File: config.mk
export PLATFORM = sky130hd
export DESIGN_NAME = uart_bus_master
export DESIGN_NICKNAME = d
export VERILOG_FILES = /design/src/rtl/uart_bus_master.sv
export SDC_FILE = /design/constraint.sdc
export NUM_CORES = 1
export LEC_CHECK = 0
export CAP_MARGIN = 10
export CORE_MARGIN = 3
export CORE_UTILIZATION = 53
export CTS_BUF_LIST = sky130_fd_sc_hd__clkbuf_8
export CTS_CLUSTER_DIAMETER = 120
export DETAILED_ROUTE_END_ITERATION = 7
export PLACE_DENSITY = 0.82
export SETUP_SLACK_MARGIN = 0.15
export SYNTH_ARGS = -nofsm -noshare
export SYNTH_HDL_FRONTEND = slang
export SYNTH_SLANG_ARGS = --single-unit
File: constraint.sdc
create_clock -name clk -period 3.25 [get_ports clk]
set_clock_uncertainty 0.2 [all_clocks]
set_input_delay 0.975 -clock clk [delete_from_list [all_inputs] [get_ports clk]]
set_output_delay 0.975 -clock clk [all_outputs]
set_load 0.1 [all_outputs]
File: src/rtl/uart_bus_master.sv
`default_nettype none
`timescale 1ns/1ps
// ============================================================================
// Module      : uart_bus_master
// Description : Debug/boot bus initiator. Parses W/R/P command packets from
//               the UART RX byte stream, issues 32-bit transactions on the
//               FemtoRV-style memory bus and answers with ACK/NAK or the read
//               data on the UART TX byte stream.
// Revision    : 1.0 - initial release
// ============================================================================
module uart_bus_master #(
    parameter int          TIMEOUT_CYCLES = 1_000_000,
    parameter logic [7:0]  ACK_BYTE       = 8'h06,
    parameter logic [7:0]  NAK_BYTE       = 8'h15
) (
    input  logic        clk,
    input  logic        reset,
    input  logic        rx_valid,
    input  logic [7:0]  rx_data,
    output logic        tx_valid,
    output logic [7:0]  tx_data,
    input  logic        tx_ready,
    output logic [31:0] mem_addr,
    output logic [31:0] mem_wdata,
    output logic [3:0]  mem_wmask,
    output logic        mem_rstrb,
    input  logic [31:0] mem_rdata,
    input  logic        mem_rbusy,
    input  logic        mem_wbusy,
    output logic        active,
    output logic        err_overrun
);

    localparam logic [2:0] c_ST_IDLE    = 3'd0;
    localparam logic [2:0] c_ST_ADDR    = 3'd1;
    localparam logic [2:0] c_ST_DATA    = 3'd2;
    localparam logic [2:0] c_ST_WR      = 3'd3;
    localparam logic [2:0] c_ST_RD_STB  = 3'd4;
    localparam logic [2:0] c_ST_RD_WAIT = 3'd5;
    localparam logic [2:0] c_ST_TX      = 3'd6;
    localparam logic [2:0] c_ST_RESP    = 3'd7;

    localparam logic [7:0]  c_CMD_W        = 8'h57;
    localparam logic [7:0]  c_CMD_R        = 8'h52;
    localparam logic [7:0]  c_CMD_P        = 8'h50;
    localparam logic [31:0] c_TIMEOUT_LAST = 32'(TIMEOUT_CYCLES - 1);

    logic [2:0]  r_state;
    logic [2:0]  w_state_next;
    logic        r_is_write;
    logic [1:0]  r_cnt;
    logic [31:0] r_addr;
    logic [31:0] r_wdata;
    logic [31:0] r_rdata;
    logic [7:0]  r_resp;
    logic [31:0] r_timer;
    logic        w_timeout;

    assign w_timeout = (r_timer == c_TIMEOUT_LAST);
    // Word-aligned bus: the two low address bits are simply dropped.
    assign mem_addr  = r_addr & 32'hFFFF_FFFC;
    assign mem_wdata = r_wdata;
    assign active    = (r_state != c_ST_IDLE);

    // State register
    always_ff @(posedge clk) begin
        if (reset) begin
            r_state <= c_ST_IDLE;
        end else begin
            r_state <= w_state_next;
        end
    end

    // Next-state decode and per-state output drive
    always_comb begin
        w_state_next = r_state;
        tx_valid     = 1'b0;
        tx_data      = 8'h00;
        mem_wmask    = 4'h0;
        mem_rstrb    = 1'b0;
        err_overrun  = 1'b0;
        case (r_state)
            c_ST_IDLE: begin
                if (rx_valid) begin
                    if (rx_data == c_CMD_W || rx_data == c_CMD_R) begin
                        w_state_next = c_ST_ADDR;
                    end else begin
                        w_state_next = c_ST_RESP;
                    end
                end
            end
            c_ST_ADDR: begin
                if (rx_valid) begin
                    if (r_cnt == 2'd3) begin
                        w_state_next = r_is_write ? c_ST_DATA : c_ST_RD_STB;
                    end
                end else if (w_timeout) begin
                    w_state_next = c_ST_IDLE;
                end
            end
            c_ST_DATA: begin
                if (rx_valid) begin
                    if (r_cnt == 2'd3) begin
                        w_state_next = c_ST_WR;
                    end
                end else if (w_timeout) begin
                    w_state_next = c_ST_IDLE;
                end
            end
            c_ST_WR: begin
                mem_wmask   = 4'hF;
                err_overrun = rx_valid;
                if (!mem_wbusy) begin
                    w_state_next = c_ST_RESP;
                end
            end
            c_ST_RD_STB: begin
                mem_rstrb    = 1'b1;
                err_overrun  = rx_valid;
                w_state_next = c_ST_RD_WAIT;
            end
            c_ST_RD_WAIT: begin
                err_overrun = rx_valid;
                if (!mem_rbusy) begin
                    w_state_next = c_ST_TX;
                end
            end
            c_ST_TX: begin
                tx_valid    = 1'b1;
                err_overrun = rx_valid;
                case (r_cnt)
                    2'd0:    tx_data = r_rdata[7:0];
                    2'd1:    tx_data = r_rdata[15:8];
                    2'd2:    tx_data = r_rdata[23:16];
                    default: tx_data = r_rdata[31:24];
                endcase
                if (tx_ready && r_cnt == 2'd3) begin
                    w_state_next = c_ST_IDLE;
                end
            end
            c_ST_RESP: begin
                tx_valid    = 1'b1;
                tx_data     = r_resp;
                err_overrun = rx_valid;
                if (tx_ready) begin
                    w_state_next = c_ST_IDLE;
                end
            end
            default: begin
                w_state_next = c_ST_IDLE;
            end
        endcase
    end

    // Packet assembly, inter-byte timer, read capture and byte counters
    always_ff @(posedge clk) begin
        if (reset) begin
            r_is_write <= 1'b0;
            r_cnt      <= 2'd0;
            r_addr     <= 32'h0;
            r_wdata    <= 32'h0;
            r_rdata    <= 32'h0;
            r_resp     <= 8'h00;
            r_timer    <= 32'h0;
        end else begin
            case (r_state)
                c_ST_IDLE: begin
                    if (rx_valid) begin
                        r_cnt      <= 2'd0;
                        r_timer    <= 32'h0;
                        r_is_write <= (rx_data == c_CMD_W);
                        r_resp     <= (rx_data == c_CMD_P) ? ACK_BYTE : NAK_BYTE;
                    end
                end
                c_ST_ADDR: begin
                    if (rx_valid) begin
                        // LSB arrives first, so shift in from the top.
                        r_addr  <= {rx_data, r_addr[31:8]};
                        r_cnt   <= r_cnt + 2'd1;
                        r_timer <= 32'h0;
                    end else begin
                        r_timer <= r_timer + 32'd1;
                    end
                end
                c_ST_DATA: begin
                    if (rx_valid) begin
                        r_wdata <= {rx_data, r_wdata[31:8]};
                        r_cnt   <= r_cnt + 2'd1;
                        r_timer <= 32'h0;
                    end else begin
                        r_timer <= r_timer + 32'd1;
                    end
                end
                c_ST_WR: begin
                    if (!mem_wbusy) begin
                        r_resp <= ACK_BYTE;
                    end
                end
                c_ST_RD_WAIT: begin
                    if (!mem_rbusy) begin
                        r_rdata <= mem_rdata;
                        r_cnt   <= 2'd0;
                    end
                end
                c_ST_TX: begin
                    if (tx_ready) begin
                        r_cnt <= r_cnt + 2'd1;
                    end
                end
                default: begin
                end
            endcase
        end
    end

endmodule
`default_nettype wire

Word-level counts from Yosys, hierarchy flattened:

Index checks and enable logic that the tools add are counted.

* reduce and logical (&&, ||, !) cells: 19
* eq/ne operators: 23
* add/sub/neg operators: 2
* bitwise gates (word level): 1
* muxes and demuxes: 31

Operator list (number)
* $mux 32: 2
* $pmux 32 s2: 1
* $mux 3: 12
* $add 32x1->32 const B: 1
* $eq 32x20->1 const B: 1
* $pmux 8 s2: 2
* $eq 8x7->1 const B: 3
* $pmux 3 s8: 1
* $pmux 8 s3: 1
* $mux 8: 2
* $eq 3x3->1 const B: 4
* $ne 2x2->1 const B: 6
* $reduce_and 2->1: 5
* $mux 2: 4
* $pmux 2 s4: 1
* $reduce_and 7->1: 1
* $eq 3x2->1 const B: 2
* $ne 3x3->1 const B: 2
* $mux 5: 1
* $reduce_and 5->1: 1
* $reduce_or 5->1: 1
* $eq 2x2->1 const B: 2
* $mux 4: 1
* $reduce_bool 2->1: 2
* other kinds (14): 17

* flip-flop bits (word level): 142
* output and inout bits: 80
* logic and storage cells: 84

Logic depth before layout (Yosys ltp):

Gate-level depths: netlist (run 1).

* depth in word-level cells: 5
* gate-level depth with buffers: 7
* mapped depth without buffers: 6

Worst setup path after synthesis (run 1):

OpenSTA, ideal clock, no wires.

* path type: reg-to-output
* start point: reg r_state[2]
* end point: out mem_rstrb
* stages on the path, launching flop included: 4
* data arrival time: 3.157 ns
* slack: -1.082 ns
* cell sequence: dfxtp_1 -> clkbuf_1 -> clkbuf_1 -> nor3b_1

* word-level cells in the longest chain between the ends: 2

Ends and longest elaborated chain
* from (decl): RTL line 48 `logic [2:0] r_state;`
* from (signal assigned): RTL line 68 `r_state <= c_ST_IDLE;`
* from (signal assigned): RTL line 70 `r_state <= w_state_next;`
* $eq 3x3->1: RTL line 82 `case (r_state)`
* $mux 1: RTL line 82
* to (decl): RTL line 26 `output logic mem_rstrb,`

Every way passes these cells.

Final worst setup path (run 1):

* start point: reg r_cnt[1]
* end point: out tx_data[2]

* word-level cells in the longest chain between the ends: 3

Ends and longest elaborated chain
* from (decl): RTL line 51 `logic [1:0] r_cnt;`
* from (signal assigned): RTL line 179 `r_cnt <= r_cnt + 2'd1;`
* from (signal assigned): RTL line 188 `r_cnt <= r_cnt + 2'd1;`
* from (signal assigned): RTL line 207 `r_cnt <= r_cnt + 2'd1;`
* $eq 2x2->1, or another cell as far along: RTL line 131 `case (r_cnt)`
* $pmux 8 s3 *: RTL line 131
* $pmux 8 s2 *: RTL line 82
* to (decl): RTL line 21 `output logic [7:0] tx_data,`

Mark *: on every way between the ends. The rest lies on a longest branch, timed or not.

==> results of run 1 <==
[cells by family after synthesis]
logic type,Yosys count,share of synthesized area (%)
multiplexers,3,0.5077
buffers and inverters,65,4.506
other,1,0.06340
AND/OR/NAND/NOR,382,29.49
AO/OA/AOI/OAI,164,15.72
XOR/XNOR,20,2.962
flip-flops,135,45.69
adder cells (fa/ha/maj),5,1.058
[worst max-delay path by stage]
stage,slack [ps],from,endpoint,depth (start not counted)
2_1_floorplan,-30,r_state[2]$_SDFFE_PP0P_,mem_rstrb,3
3_3_place_gp,100,rx_valid,r_timer[28]$_SDFFE_PP0P_,5
3_5_place_dp,30,rx_valid,r_timer[30]$_SDFFE_PP0P_,5
4_1_cts,-60,r_cnt[1]$_SDFFE_PP0P_,tx_data[2],7
5_1_grt,-100,r_cnt[1]$_SDFFE_PP0P_,tx_data[2],7
6_report,-50,r_cnt[1]$_SDFFE_PP0P_,tx_data[2],7
[layout make-up]
cell class	instances	area, µm²
repair buffers	145	1423
multi-input cells	576	3098
flip-flops and latches	135	2711
well taps	136	170.2
fillers	800	2789
clock buffers	17	234.0
clock inverters	14	126.4
inverters	11	50.05
[what timing repair did]
| item | in CTS | in global routing |
|---|---|---|
| setup buffers | 2 | 0 |
| setup endpoints to repair | 9 | 9 |
| hold buffers | 0 | 0 |
| pin swaps | 6 | 12 |
| resized for setup | 16 | 8 |
[power breakdown]
part | switching, mW | total, mW | internal [mW]
Combinational | 1.11 | 1.65 | 0.537
Clock | 0.681 | 1.28 | 0.603
Sequential | 0.0943 | 1.84 | 1.74
Total | 1.89 | 4.77 | 2.88
[cells in the mapped netlist, drive strengths merged, types with 2 or more instances]
| cell type | number |
|---|---|
| a211oi | 6 |
| a21oi | 115 |
| a222oi | 8 |
| a31oi | 2 |
| and3 | 5 |
| and3b | 2 |
| buf | 9 |
| clkbuf | 45 |
| dfxtp | 135 |
| ha | 5 |
| inv | 11 |
| mux2i | 3 |
| nand2 | 220 |
| nand2b | 5 |
| nand3 | 18 |
| nand3b | 4 |
| nand4 | 15 |
| nor2 | 57 |
| nor2b | 9 |
| nor3 | 11 |
| nor3b | 2 |
| nor4 | 10 |
| o211ai | 4 |
| o21a | 2 |
| o21ai | 16 |
| o31ai | 2 |
| or2 | 2 |
| or3 | 7 |
| or4 | 9 |
| xnor2 | 18 |
| xor2 | 2 |
[registers in the layout (all words and copies together) (netlist names)]
signal / flops
mem_wdata: 32
r_cnt: 2
r_resp: 3
r_addr: 30
r_timer: 32
r_is_write: 1
r_state: 3
r_rdata: 32
[layer usage]
metal / share of wire, % / routed length (µm) / vias up
li1: - / - / 2866
met2: 49 / 7577 / 239
met4: 3.3 / 514 / 0
met5: 0 / 0 / -
met1: 41 / 6395 / 2714
met3: 7.1 / 1111 / 51
[per-stage QoR]
| step | util [%] | setup slack, ps | TNS (ps) | cells | hold WS (ps) |
|---|---|---|---|---|---|
| floorplan | - | -32.61 | -32.61 | 776 | 235.7 |
| global route | 73.69 | -101.0 | -147.0 | 1034 | 282.3 |
| finish | 73.69 | -54.37 | -54.37 | 1034 | 256.6 |
| detailed placement | 69.51 | 34.55 | 0 | 1001 | 247.2 |
| global placement | 69.51 | 95.68 | 0 | 1001 | 241.7 |
| CTS | 73.52 | -57.87 | -136.6 | 1034 | 257.5 |
[critical path: stages, from the launching register on]
cell      delay [ps]
dfxtp_4          390
inv_4             50
ha_4             170
a222oi_1         520
o21ai_1          110
mux2i_1          230
nor2_4            60
buf_12           170
==> flow_summary.yaml, run 1 <==
run_status:
  outcome: "finished with violations"
  violations: "negative setup slack"
detailed_routing:
  vias: 5870
  wl_per_cell_um: 15.09
  drt-pass1-iter-count: 5
  drtAntennaViolNets: 0
  drt-vias-per-instance: 5.677
  drt-initial-drc-count: 540
  wirelength_um: 15600
  route.detailed.drc: 0
worst_hold_path:
  hold_start: "r_rdata[28]$_SDFFE_PP0P_"
  hold_path_depth: 2
  whs_endpoint: "r_rdata[28]$_SDFFE_PP0P_"
  hold_class: "reg2reg"
final_layout:
  layout_common_cells: "nand2_1 (219), dfxtp_1 (132), a21oi_1 (109)"
  antennaDiodeCount: 0
  drive_gt1_share_pct: 18.93
  nNetsFinal: 937
  final_area_um2: 7812
  area_growth_syn_to_layout_pct: 32.09
  final_common_cell: "nand2_1"
timing:
  drv_slew: 0
  period_share_pct: 101.7
  min_period_ps: 3304
  finalSetupViolations: 1
  rsz0062_at_grt: "true"
  max_freq_ghz: 0.3026
  hold_viol_final: 0
  slew_headroom_pct: 51.03
  finalWorstSetupSlack_ps: -54.37
  worst_pin_slew_ps: 734.6
clock_tree:
  cts_buffer_depth: 2
  cts.clk_slew.worst_paths_ps: 70
  clk_latency_ps: 440
  cts_root_buf: "clkbuf_8"
  h-tree-depth: 4
  tritoncts: "built"
  cts_sinks: 135
  cts_buffers: 17
setup_path:
  worstSetupStartpointType: "flip-flop"
  cp-end-kind: "primary output"
  worstSetupPathType: "reg2out"
  rrSetupSlack_ps: 800
  required_ps: 2070
  rr_worst_depth: 6
  arrival_ps: 2130
  rr_startpoint: "r_state[1]$_SDFFE_PP0P_"
  crit_fanout: 5
  reg2reg_to: "r_timer[17]$_SDFFE_PP0P_"
global_routing:
  grt_max_degree: 75
  grt_pass1_vias: 5535
  globalRoute.busiestLayer: "met2"
  grt_use_met3_pct: 6.413
  overflow: 0
  antenna_found_initial: 0
  use_met2_pct: 40.73
  grtUsageMet1_pct: 30.63
  grt.total_usage_pct: 24.85
  grt_pass1_wl_um: 25890
yosys:
  postSynthAreaPerCell_um2: 7.632
  synth_top_area_cell: "dfxtp_1"
  yosysSeqAreaShare_pct: 45.69
  synth_top_area_share_pct: 45.69
  yosysWarnings: 0
  synthFlopType: "dfxtp_1"
  synthCells: 775
  synthArstFlopShare_pct: 0
  syn_area_um2: 5914
  synth.distinct_cells: 54
  ys_top_cells_by_area: "dfxtp_1 (46%), nand2_1 (14%), a21oi_1 (9.7%)"
  synth_edf_count: 0
  synth_seq_cells: 135
placed_design:
  placed_area_um2: 7370
  io_buffer_count: 123
  dp_hpwl_um: 10920
  gp_congestion: 0.8158
job:
  timing.max_cap.violations: 0
floorplan:
  design.core.area_um2: 10600
  rows: 37
  die_x_um: 111.6
  num_io_pins: 126
  start_util_pct: 55.79
  die_area_um2: 12460
  fp.dieH_um: 111.6
pwr:
  p_total_mw: 4.770
  power_density_nw_per_um2: 610.5
  p_leak_nw: 2.739
  ir_worst_vdd_mv: 0.3759
No activity file was read; power rests on OpenSTA's default activity.
==> inputs of run 2 (changes only) <==
--- a/config.mk
+++ b/config.mk
@@ -6,8 +6,10 @@
 export NUM_CORES = 1
 export LEC_CHECK = 0
 export CAP_MARGIN = 10
+export CELL_PAD_IN_SITES_DETAIL_PLACEMENT = 1
+export CELL_PAD_IN_SITES_GLOBAL_PLACEMENT = 2
 export CORE_MARGIN = 3
-export CORE_UTILIZATION = 53
+export CORE_UTILIZATION = 30
 export CTS_BUF_LIST = sky130_fd_sc_hd__clkbuf_8
 export CTS_CLUSTER_DIAMETER = 120
 export DETAILED_ROUTE_END_ITERATION = 7
==> constraint.sdc (replaced) <==
create_clock -name clk -period 3.8 [get_ports clk]
set_clock_uncertainty 0.2 [all_clocks]
set_input_delay 1.14 -clock clk [delete_from_list [all_inputs] [get_ports clk]]
set_output_delay 1.14 -clock clk [all_outputs]
set_load 0.1 [all_outputs]
==> run 2 against run 1 <==
Effect of this change:
- flip-flop and latch count is the same
- final area decreased by 0.56%
- the flow now finishes without violations
- critical endpoint is now err_overrun
- final cell count increased by 12%
- critical path depth down 4
- largest cell class unchanged
==> flow_summary.yaml, run 2 (synthesis results as in run 1) <==
timing:
  finalWorstSetupSlack_ps: 303.6
  drv_slew: 0
  slew_headroom_pct: 50.32
  min_period_ps: 3496
  period_share_pct: 92.01
  max_freq_ghz: 0.2860
  rsz0062_at_grt: "true"
  whs_ps: 257.0
  worst_pin_slew_ps: 745.2
  hold_viol_final: 0
  finalSetupViolations: 0
pwr:
  ir_worst_vdd_mv: 0.2205
  p_leak_nw: 2.710
  p_total_mw: 4.080
  power_density_nw_per_um2: 525.1
final_layout:
  final_common_cell: "nand2_1"
  area_growth_syn_to_layout_pct: 31.35
  antennaDiodeCount: 0
  nNetsFinal: 931
  drive_gt1_share_pct: 16.46
  final_area_um2: 7769
  layout_common_cells: "nand2_1 (220), dfxtp_1 (133), a21oi_1 (115)"
clock_tree:
  post-cts-setup-buffers: 0
  h-tree-depth: 4
  cts.clk_slew.worst_paths_ps: 80
  cts_buffer_depth: 2
  tritoncts: "built"
  cts_root_buf: "clkbuf_8"
  cts_buffers: 17
  cts_sinks: 135
  clk_latency_ps: 450
detailed_routing:
  met2_wirelength_um: 8818
  vias: 5733
  drtAntennaViolNets: 0
  met3_length_um: 861
  wl_met1_um: 8286
  drt-pass1-iter-count: 4
  drt-vias-per-instance: 4.972
  wirelength_um: 18220
  wl_per_cell_um: 15.80
  drt-initial-drc-count: 272
  highest_layer: "met5"
  route.detailed.drc: 0
floorplan:
  rows: 50
  design.core.area_um2: 19020
  die_x_um: 146.4
  num_io_pins: 126
  fp.dieH_um: 146.4
  die_area_um2: 21440
  start_util_pct: 31.10
global_routing:
  overflow: 0
  grt_max_degree: 67
  antenna_found_initial: 1
  grt_pass1_wl_um: 30190
  grt_pass1_vias: 5981
  grt.total_usage_pct: 17.04
setup_path:
  arrival_ps: 2160
  worstSetupStartpointType: "input pin"
  required_ps: 2460
  cp-end-kind: "primary output"
  crit_fanout: 2
  worstSetupPathType: "in2out"
worst_hold_path:
  hold_class: "reg2reg"
placed_design:
  dp_hpwl_um: 13090
  gp_congestion: 0.8213
  dp_slack_ps: 296.3
  placed_area_um2: 7348
  io_buffer_count: 123
run_status:
  outcome: "finished clean"
job:
  timing.max_cap.violations: 0
==> run 2: where the power goes <==
group	internal, mW	switching, mW
logic	0.377	0.940
registers	1.49	0.0715
clock network	0.571	0.630
==> run 2: final cells by class <==
class,instances,area [µm²]
Clock buffer,19,261.5
Clock inverter,13,136.4
Fill cell,2373,11250
Inverter,11,41.29
Multi-Input combinational cell,576,2983
Sequential cell,135,2705
Tap cell,260,325.3
Timing Repair Buffer,139,1316
==> run 2: what timing repair did <==
action / CTS / global route
gates resized for setup: 3 / 5
setup endpoints to repair: 4 / 5
hold buffers: 0 / 0
pin swaps: 1 / 3
hold endpoints to repair: 0 / 0
cloned: 0 / 0
==> run 2: metal layers <==
layer	up-vias	track usage [%]
met5	-	0
met4	2	5.644
met3	19	4.718
met2	107	28.55
met1	2756	21.22
li1	2849	-
==> run 2: critical path: stages <==
cell and delay [ps]:
clkdlybuf4s50_1 550, nor2b_2 260, buf_12 200
==> run 2: through the flow <==
stage	util (%)	cells	TNS, ps
4_1_cts	40.76	1153	0
3_5_place_dp	38.64	1121	0
6_report	40.85	1153	0
2_1_floorplan	-	776	-2999
3_3_place_gp	38.64	1121	0
5_1_grt	40.85	1153	0
==> run 2: path summary, 6_finish.rpt <==
| kind | start | to | slack, ps | cells past startpoint |
|---|---|---|---|---|
| setup reg to reg | r_state[0]$_SDFFE_PP0P_ | r_timer[18]$_SDFFE_PP0P_ | 1440 | 5 |
| hold reg to reg | r_rdata[28]$_SDFFE_PP0P_ | r_rdata[28]$_SDFFE_PP0P_ | 260 | 2 |
| setup / recovery | rx_valid | err_overrun | 300 | 3 |
| hold / removal | r_rdata[28]$_SDFFE_PP0P_ | r_rdata[28]$_SDFFE_PP0P_ | 260 | 2 |
==> inputs of run 3 (changes only) <==
--- a/config.mk
+++ b/config.mk
@@ -9,11 +9,11 @@
 export CELL_PAD_IN_SITES_DETAIL_PLACEMENT = 1
 export CELL_PAD_IN_SITES_GLOBAL_PLACEMENT = 2
 export CORE_MARGIN = 3
-export CORE_UTILIZATION = 30
+export CORE_UTILIZATION = 27
 export CTS_BUF_LIST = sky130_fd_sc_hd__clkbuf_8
 export CTS_CLUSTER_DIAMETER = 120
 export DETAILED_ROUTE_END_ITERATION = 7
-export PLACE_DENSITY = 0.82
+export PLACE_DENSITY = 0.77
 export SETUP_SLACK_MARGIN = 0.15
 export SYNTH_ARGS = -nofsm -noshare
 export SYNTH_HDL_FRONTEND = slang
==> constraint.sdc (replaced) <==
create_clock -name clk -period 3 [get_ports clk]
set_clock_uncertainty 0.2 [all_clocks]
set_input_delay 0.9 -clock clk [delete_from_list [all_inputs] [get_ports clk]]
set_output_delay 0.9 -clock clk [all_outputs]
set_load 0.1 [all_outputs]
==> run 3 against run 2 <==
Effect of this change:
- the run now ends with negative setup slack left
- total power increased by 40%
- combinational power increased by 48%
- non-clock buffer count increased by 21
- register-to-register slack got worse by 730 ps
- sequential share of layout area decreased by 1.8 points
- wire length increased by 0.84%
- sequential power increased by 28%
- critical path depth increased by 5
- final cell count increased by 3.1%
- final area increased by 5.9%
- via count decreased by 1.1%
- die area increased by 11%
- critical endpoint is now tx_data[2]
- largest power group unchanged
==> flow_summary.yaml, run 3 (synthesis results as in run 1) <==
timing:
  rsz0062_at_grt: "true"
  drv_slew: 0
  hold_viol_final: 0
  finalSetupViolations: 8
  slew_headroom_pct: 45.53
  min_period_ps: 3177
  whs_ps: 257.7
  finalWorstSetupSlack_ps: -176.7
  period_share_pct: 105.9
  max_freq_ghz: 0.3148
  worst_pin_slew_ps: 817.0
  tns_ps: -969.5
clock_tree:
  cts_buffers: 17
  cts_sinks: 135
  cts_root_buf: "clkbuf_8"
  tritoncts: "built"
  clk_latency_ps: 450
  h-tree-depth: 4
  cts_hold_buf: 0
  cts.clk_slew.worst_paths_ps: 80
  cts_buffer_depth: 2
setup_path:
  crit_fanout: 4
  worstSetupStartpointType: "flip-flop"
  worstSetupPathType: "reg2out"
  rr_startpoint: "r_timer[0]$_SDFFE_PP0P_"
  rr_worst_depth: 6
  cp-end-kind: "primary output"
  rrSetupSlack_ps: 710
  arrival_ps: 2080
  required_ps: 1900
  reg2reg_to: "r_state[1]$_SDFFE_PP0P_"
detailed_routing:
  vias: 5670
  drt-initial-drc-count: 309
  wl_per_cell_um: 15.45
  drtAntennaViolNets: 0
  drt-pass1-iter-count: 6
  drt-vias-per-instance: 4.769
  route.detailed.drc: 0
  wirelength_um: 18370
global_routing:
  grt_max_degree: 72
  grtUsageMet1_pct: 20.76
  grt.total_usage_pct: 15.53
  globalRoute.busiestLayer: "met2"
  antenna_found_initial: 2
  overflow: 0
  grt_use_met3_pct: 4.475
  use_met2_pct: 24.46
  grt_pass1_wl_um: 30080
  grt_pass1_vias: 5710
final_layout:
  final_common_cell: "nand2_1"
  layout_common_cells: "nand2_1 (219), dfxtp_1 (132), a21oi_1 (112)"
  final_core_util_pct: 38.66
  drive_gt1_share_pct: 19.80
  instances_no_fill: 1189
  area_growth_syn_to_layout_pct: 39.14
  nNetsFinal: 952
  antennaDiodeCount: 0
floorplan:
  design.core.area_um2: 21290
  fp.dieH_um: 154.0
  rows: 53
  die_area_um2: 23720
  die_x_um: 154.0
  num_io_pins: 126
  start_util_pct: 27.78
pwr:
  p_total_mw: 5.709
  p_leak_nw: 2.890
  power_density_nw_per_um2: 693.7
  ir_worst_vdd_mv: 0.2507
placed_design:
  dp_cells: 1156
  dp_hpwl_um: 12940
  io_buffer_count: 123
  gp_congestion: 0.7644
worst_hold_path:
  whs_endpoint: "r_addr[4]$_SDFFE_PP0P_"
  hold_class: "reg2reg"
  hold_start: "r_addr[4]$_SDFFE_PP0P_"
  hold_path_depth: 2
run_status:
  violations: "negative setup slack"
  outcome: "finished with violations"
job:
  timing.max_cap.violations: 0
[run 3: cell types whose count changed in the layout (fill, tap and decap cells not counted), sizes merged]
cell | previous run | this run
inv | 17 | 14
buf | 95 | 116
clkdlybuf4s50 | 44 | 43
dlygate4sd2 | 0 | 1
clkbuf | 19 | 18
bufinv | 1 | 5
[run 3: how the worst max path moves through the flow]
| stage | slack, ps | cells after the start | start | endpoint |
|---|---|---|---|---|
| final | -180 | 8 | r_cnt[1]$_SDFFE_PP0P_ | tx_data[2] |
| after global routing | -310 | 8 | r_cnt[0]$_SDFFE_PP0P_ | tx_data[1] |
| after CTS | -230 | 8 | r_cnt[1]$_SDFFE_PP0P_ | tx_data[1] |
| after detailed placement | -100 | 7 | rx_valid | r_timer[18]$_SDFFE_PP0P_ |
| after global placement | -70 | 3 | rx_valid | err_overrun |
| after floorplan | -20 | 5 | r_state[2]$_SDFFE_PP0P_ | tx_data[3] |
[run 3: per-stage QoR]
step / worst slack (ps) / cell area, µm²
after detailed placement: -104.9 / 7695
after floorplan: -24.21 / 6035
after global placement: -68.45 / 7695
after global routing: -307.0 / 8229
after CTS: -234.9 / 8209
final: -176.7 / 8229
[run 3: final cells by class]
class                   count  area, µm²
fillers                  2528      13060
well taps                 275      344.1
flip-flops and latches    135       2714
multi-input cells         576       3098
clock inverters            14      207.7
clock buffers              18      247.7
repair buffers            160       1568
inverters                  11      50.05
[run 3: power by group]
group	internal [mW]	switching, mW	leakage (nW)
Sequential	1.89	0.111	1.09
Clock	1.01	0.742	0.233
Combinational	0.693	1.26	1.56
Total	3.59	2.12	2.89
[run 3: worst max-delay path, stage by stage (launching register included)]
cell	delay (ps)
dfxtp_4	380
inv_4	50
ha_4	170
a222oi_1	320
buf_4	180
o21ai_0	70
mux2i_1	230
nor2_4	60
buf_12	170
[run 3: layer usage]
metal	wire [µm]	vias up
met2	8568	101
met1	8787	2652
li1	-	2899
met3	825	14
met4	175	4
met5	16	-
[run 3: timing repair]
item	4_1_cts	5_1_grt
buffers inserted	1	0
setup endpoints to repair	14	10
gates cloned	0	0
pin swaps	7	3
resized for setup	17	7
==> edit (flow settings as in run 1) <==
Reset style: asynchronous (`reset`), changed in 2 clocked blocks.
--- a/src/rtl/uart_bus_master.sv
+++ b/src/rtl/uart_bus_master.sv
@@ -63,7 +63,7 @@
     assign active    = (r_state != c_ST_IDLE);
 
     // State register
-    always_ff @(posedge clk) begin
+    always_ff @(posedge clk or posedge reset) begin
         if (reset) begin
             r_state <= c_ST_IDLE;
         end else begin
@@ -153,7 +153,7 @@
     end
 
     // Packet assembly, inter-byte timer, read capture and byte counters
-    always_ff @(posedge clk) begin
+    always_ff @(posedge clk or posedge reset) begin
         if (reset) begin
             r_is_write <= 1'b0;
             r_cnt      <= 2'd0;
Check against the original RTL: differs if reset is asserted again (counterexample within 4 cycles, from zero or initial values and one cycle with reset high); with reset held inactive, the same outputs for 4 cycles.
==> edit against run 1 <==
The run still ends with negative setup slack left. Final area up 3.9%. Routed wire length down 7.2%. Die area up 5.4%. Count of clock-buffer cells in the layout up 2. Worst hold slack better by 0.019 ns. Area after synthesis up 5.7%. Via count down 23%. Sequential cell count unchanged. Setup slack better by 0.011 ns. Global-route usage down 2.3 points. Cell count down 23%. Critical endpoint is now tx_data[4]. Largest cell class is now flip-flops and latches.
Power is left out: the tool's default activity adds up to more than one toggle a clock period on the data nets, which glitch-free logic cannot reach.
==> edit: results (changes against run 1) <==
Routed WL=14500 um (was 15600 um); Fillers=777 (was 800); Primary FF master, synth=dfrtp_1 (was dfxtp_1); clock-cell share of area=0.0489 (was 0.0461); postcts setup bufs=4 (was 2); Final Instance Area=8120 sq um (was 7810 sq um); status=finished, violations left (unchanged); Post-DP Area=7640 sq um (was 7370 sq um); Post-DP HPWL=9930 um (was 10900 um); GRT Overall Usage=0.225 (was 0.249); Final non-clock buffer share=0.174 (was 0.182); Detail Route met3 WL=822 um (was 1110 um); drt pass-1 iters=6 (was 5); failing checks=negative setup slack (unchanged); Max FO, Critical Path=8 (was 5); PostCTS Resize Cnt=14 (was 16); setup ws final=-0.0429 ns (was -0.0544 ns); setup TNS=-0.0429 ns (was -0.0544 ns); Worst Setup SP=r_cnt[0] (was r_cnt[1]); Final GP Congestion=0.889 (was 0.816); met1 Usage GRT=0.292 (was 0.306); Storage cell area=3380 sq um (was 2710 sq um); pre-CTS setup slack=0.239 ns (was 0.0346 ns); met1 WL=6030 um (was 6400 um); Multi-Input Combinational=342 (was 576); clkbuf count=19 (was 17); vias in the first global route=4479 (was 5535); Setup Viol. Count Final=1 (unchanged); Logic inverters=6 (was 11); drt wl/cell=18.2 um (was 15.1 um); R2R Path End=r_state[1] (was r_timer[17]); routed length on met2=7370 um (was 7580 um); count of non-CTS buffers in the layout=139 (was 145); GR Layer Usage met3=0.0603 (was 0.0641); r2r setup slk=0.94 ns (was 0.80 ns); Async S/R FF share, synth=1.00 (was 0); DR iter-0 viols=357 (was 540); area of the multi-input gates=2730 sq um (was 3100 sq um)
edit: changes by cell type after synthesis, moves of 9 or more:
cell | run 1 | this run
clkbuf_1 | 45 | 11
mux2_2 | 0 | 87
a21oi_1 | 115 | 15
nor2b_1 | 9 | 0
xnor2_1 | 18 | 4
dfrtp_1 | 0 | 135
dfxtp_1 | 135 | 0
nand3_1 | 18 | 7
xor2_1 | 2 | 27
or4_1 | 9 | 0
nand2_1 | 220 | 23
edit: worst min path at each step:
| stage | endpoint | depth (start not counted) | slack, ns | startpoint |
|---|---|---|---|---|
| after global routing | r_resp[2] | 1 | 0.29 | r_resp[2] |
| after floorplan | r_resp[2] | 1 | 0.24 | r_resp[2] |
| after detailed placement | r_resp[2] | 1 | 0.26 | r_resp[2] |
| final | r_resp[2] | 1 | 0.28 | r_resp[2] |
| after global placement | r_resp[2] | 1 | 0.26 | r_resp[2] |
| after CTS | r_resp[2] | 1 | 0.28 | r_resp[2] |
edit: cells by family (layout without fill, tap and decap cells):
kind of cell | after synthesis | after routing | share of synthesized area
AND/OR/NAND/NOR | 155 | 155 | 0.139
other | 1 | 2 | 0.000600
XOR/XNOR | 31 | 31 | 0.0434
multiplexers | 95 | 95 | 0.171
flip-flops | 135 | 135 | 0.540
adder cells (fa/ha/maj) | 5 | 5 | 0.0100
buffers and inverters | 41 | 176 | 0.0358
AO/OA/AOI/OAI | 54 | 54 | 0.0600
edit: critical path, delay by kind of cell (launching register included):
| family | cells | cell delay, ns |
|---|---|---|
| AO/OA/AOI/OAI | 3 | 0.66 |
| buffers and inverters | 2 | 0.27 |
| AND/OR/NAND/NOR | 1 | 0.10 |
| adder cells (fa/ha/maj) | 1 | 0.20 |
| flip-flops | 1 | 0.43 |
